File: src/rtl/rr_arbiter_n.sv
// Round-robin arbiter for N requesters: registered one-hot grant, lock while the owner holds req,
// zero-bubble handoff on release. Define ARB_HOLD_LIMIT_EN to force rotation after MAX_HOLD cycles.
module rr_arbiter_n #(
   parameter int N        = 4,
   parameter int MAX_HOLD = 16
) (
   input  logic                              clk_i,
   input  logic                              rst_ni,
   input  logic [N-1:0]                      req_i,
   output logic [N-1:0]                      gnt_o,
   output logic                              gnt_valid_o,
   output logic [((N > 1) ? $clog2(N) : 1)-1:0] gnt_id_o,
   output logic                              preempt_o
);
   localparam int ID_W = (N > 1) ? $clog2(N) : 1;
   localparam logic [7:0] HOLD_LIM = 8'(MAX_HOLD);

   if (N < 1 || N > 32) begin : g_bad_n
      $error("rr_arbiter_n: N must be in 1..32");
   end
   if (MAX_HOLD < 2 || MAX_HOLD > 255) begin : g_bad_hold
      $error("rr_arbiter_n: MAX_HOLD must be in 2..255");
   end

   typedef enum logic {IDLE, OWNED} state_e;

   state_e            state_q, state_d;
   logic [N-1:0]      gnt_q, gnt_d;
   logic [ID_W-1:0]   id_q, id_d;
   logic [ID_W-1:0]   ptr_q, ptr_d;
   logic [7:0]        hold_q, hold_d;
   logic              pre_q, pre_d;

   logic [N-1:0]      cand;
   logic              win_found;
   logic [ID_W-1:0]   win_id;
   logic [ID_W-1:0]   win_ptr;
   logic [N-1:0]      win_oh;
   logic              take;
   int                idx;

   // Masking the current owner out lets the same scan serve release and forced rotation.
   assign cand = req_i & ~gnt_q;

   always_comb begin
      win_found = 1'b0;
      win_id    = '0;
      idx       = 0;
      for (int k = 0; k < N; k++) begin
         idx = int'(ptr_q) + k;
         if (idx >= N) idx = idx - N;
         if (!win_found && cand[idx]) begin
            win_found = 1'b1;
            win_id    = ID_W'(idx);
         end
      end
   end

   assign win_ptr = (win_id == ID_W'(N - 1)) ? '0 : win_id + 1'b1;

   always_comb begin
      win_oh         = '0;
      win_oh[win_id] = 1'b1;
   end

   always_comb begin
      state_d = state_q;
      gnt_d   = gnt_q;
      id_d    = id_q;
      ptr_d   = ptr_q;
      hold_d  = hold_q;
      pre_d   = 1'b0;
      take    = 1'b0;
      unique case (state_q)
         IDLE: begin
            if (win_found) take = 1'b1;
         end
         OWNED: begin
            if (req_i[id_q]) begin
`ifdef ARB_HOLD_LIMIT_EN
               if (hold_q >= HOLD_LIM && win_found) begin
                  take  = 1'b1;
                  pre_d = 1'b1;
               end else if (hold_q < HOLD_LIM) begin
                  hold_d = hold_q + 8'd1;
               end
`else
               if (hold_q != 8'hFF) hold_d = hold_q + 8'd1;
`endif
            end else if (win_found) begin
               take = 1'b1;
            end else begin
               gnt_d   = '0;
               state_d = IDLE;
            end
         end
         default: state_d = IDLE;
      endcase
      if (take) begin
         gnt_d   = win_oh;
         id_d    = win_id;
         ptr_d   = win_ptr;
         hold_d  = 8'd1;
         state_d = OWNED;
      end
   end

   always_ff @(posedge clk_i or negedge rst_ni) begin
      if (!rst_ni) begin
         state_q <= IDLE;
         gnt_q   <= '0;
         id_q    <= '0;
         ptr_q   <= '0;
         hold_q  <= '0;
         pre_q   <= 1'b0;
      end else begin
         state_q <= state_d;
         gnt_q   <= gnt_d;
         id_q    <= id_d;
         ptr_q   <= ptr_d;
         hold_q  <= hold_d;
         pre_q   <= pre_d;
      end
   end

   assign gnt_o       = gnt_q;
   assign gnt_valid_o = (state_q == OWNED);
   assign gnt_id_o    = id_q;
   assign preempt_o   = pre_q;

endmodule

File: config.mk
export PLATFORM = sky130hd
export DESIGN_NAME = rr_arbiter_n
export DESIGN_NICKNAME = d
export VERILOG_FILES = /design/src/rtl/rr_arbiter_n.sv
export SDC_FILE = /design/constraint.sdc
export NUM_CORES = 1
export LEC_CHECK = 0
export BUFFER_PORTS_ARGS = -buffer_cell sky130_fd_sc_hd__buf_4
export CAP_MARGIN = 0
export CORE_MARGIN = 1
export CORE_UTILIZATION = 40
export DETAILED_ROUTE_END_ITERATION = 8
export PLACE_DENSITY = 0.63
export SKIP_LAST_GASP = 1
export SYNTH_ARGS = -nofsm -noshare
export SYNTH_HDL_FRONTEND = slang
export SYNTH_SLANG_ARGS = --single-unit
File: constraint.sdc
create_clock -name clk_i -period 1.8 [get_ports clk_i]
set_input_delay 0.54 -clock clk_i [delete_from_list [all_inputs] [get_ports clk_i]]
set_output_delay 0.54 -clock clk_i [all_outputs]
set_load 0.005 [all_outputs]
==> metrics.txt <==
dpl cells=81; synthesized area=between 500 and 600 um2; M1 wire length=between 500 and 600 um; antenna violations before repair=0; Longest Clk Path Bufs=2; EDFF count, synth=0; Die Wd=between 30 and 40 um; clk_lat worst skew=roughly 260 ps; first-pass GRT wire length=1.76 mm; Vias/cell=~5.8; startpoint types=register; clk sink count=9; number of fill cells in the layout=110; gr ovfl total=0; DRC errors left=0; clock root cell=clkbuf_4; Clk pin slew, worst setup/hold paths=~60 ps; Post-CTS Resized=0; Overall Global Routing Usage=0.181; Cell Rows=12; run status=finished, final reports clean; drt first pass iters=4; DP Wirelength=about 860 um; share of cells above drive strength 1=0.282; # Post-CTS Setup Buffers=0; die area=around 1500 um2; Hold WC Path Type=primary input to asynchronous set/reset pin; largest area contributor in the netlist=dfrtp_1; PwrDens=1700 nW/um2; Power Total=approximately 1.1 mW; Worst Path Arrival=between 1500 and 2000 ps; Final Wtd Congestion=a little under 0.8; # diodes=0; top routing layer used=met4; Final Hold Violating Endpoints=0; critical path class=register to register; Max VDD drop=between 0.7 and 0.8 mV; Critical Path End Type=register; Yosys top cell area share=0.418; Clock Skew=around 6.9 ps; WL met3=between 40 and 50 um; Yosys cell types=29; Avg WL per Cell=roughly 13 um; Max Slew Vio Count=0; FFs w/ async S/R, synth=1.00; DRT antenna net count=0; Post-Syn Area per Cell=9.80 um2; Final nets=78; largest cells by area after synthesis=dfrtp_1, nand2b_1, a21o_1, mux2i_1, a22o_1; vias post-DR=approximately 490; Synth warnings=0; unrepaired setup endpoints after global routing=false; Static Leak=~0.33 nW; P&R area growth vs syn=24.1%; CTS buffer count=3; Syn Nets=between 60 and 70; Setup Total Neg Slack=0 ps; Fmax=650 MHz; cts hold-fix bufs=0; Initial Util=0.460; largest net degree at the start of global routing=10; final wirelength=1.08 mm; Die Y=roughly 39 um; min Tclk post-route=1540 ps; Non-Filler Instances=between 80 and 90; iteration-0 DRC count of the detailed router=12; Setup violations, final=0; Mapped Cells=55; Final Cycle Share=0.855; register area share after synthesis=0.418; number of I/O port buffers=12; max_cap viols=0; Synth Flop Type=dfrtp_1; CTS tree=yes; # H-tree levels=1; Synth Register Bits=9; num ports=14; Worst Path Required=slightly below 2000 ps; Crit Path Max Fanout=9; vias in the first global route=around 400; Met2 Wirelength=a little over 500 um; CORE AREA=1170 um2
## cell usage in the layout, fill, tap and decap left out, drive strengths merged, types with 2 or more instances in the layout
cell type / Yosys / layout
mux2i: 2 / 2
buf: 2 / 14
a22o: 3 / 3
dfrtp: 9 / 9
nand2b: 6 / 6
clkbuf: 0 / 4
a21o: 3 / 3
nor2: 5 / 5
a21oi: 3 / 3
nand2: 4 / 4
o21a: 2 / 2
o21ai: 2 / 2
## worst paths after layout
path | slack, ps | from | endpoint | cells after the start
hold / removal | 90 | rst_ni | gnt_valid_o | 1
hold reg to reg | 530 | gnt_id_o[0] | gnt_id_o[0] | 1
setup / recovery | 260 | ptr_q[1] | gnt_o[0] | 4
setup reg to reg | 260 | ptr_q[1] | gnt_o[0] | 4
max in group asynchronous | 1570 | rst_ni | gnt_o[0] | 1
min in group clk_i | 530 | gnt_id_o[0] | gnt_id_o[0] | 1
## cells in the mapped netlist, types with 2 or more instances
| cell | instances |
|---|---|
| dfrtp_1 | 9 |
| nor2_1 | 4 |
| o21a_1 | 2 |
| nand2b_1 | 6 |
| a22o_1 | 2 |
| a21oi_1 | 3 |
| mux2i_1 | 2 |
| nand2_1 | 4 |
| a21o_1 | 3 |
## power breakdown
part / internal [mW] / switching (mW) / leakage [nW]
combinational: 0.331 / 0.263 / 0.206
sequential: 0.286 / 0.103 / 0.109
clock: 0.0852 / 0.0674 / 0.0150
total: 0.702 / 0.434 / 0.331
## layout make-up
cell class	count	area (um2)	area share
clock buffers	4	26.3	0.0393
multi-input cells	44	295	0.441
flip-flops and latches	9	225	0.336
well taps	14	17.5	0.0262
repair buffers	14	105	0.157
## sequential cells by signal, summed over array words and instances, names as in the netlist
signal,flops
gnt_valid_o,1
ptr_q,2
gnt_o,4
gnt_id_o,2
## worst max-delay path, cell delays in order, from the launching register on
cell and delay [ps]:
dfrtp_1 460, and3b_1 220, a211o_1 290, a21o_1 200, a32o_1 260
## logic make-up after synthesis
kind of cell	after synthesis	synth area share
buf+inv	2	0.0348
simple gates	22	0.241
mux	2	0.0371
compound gates	19	0.262
flops	9	0.418
other cells	1	0.00695
## metal layers
| metal | vias up | global-route usage |
|---|---|---|
| met5 | - | 0 |
| met4 | 0 | 0.129 |
| met3 | 4 | 0.0520 |
| met2 | 11 | 0.263 |
| met1 | 235 | 0.225 |
| li1 | 239 | - |
## stage by stage
step                hold WS [ps]  cell area, um2   util  setup WS, ps
CTS                         82.5             669  0.572           273
detailed placement           369             643  0.549           122
finish                      88.8             669  0.572           261
global placement             369             643  0.549           128
global route                79.3             669  0.572           222
floorplan                    244             539      -           302
No activity file was read; power rests on OpenSTA's default activity.
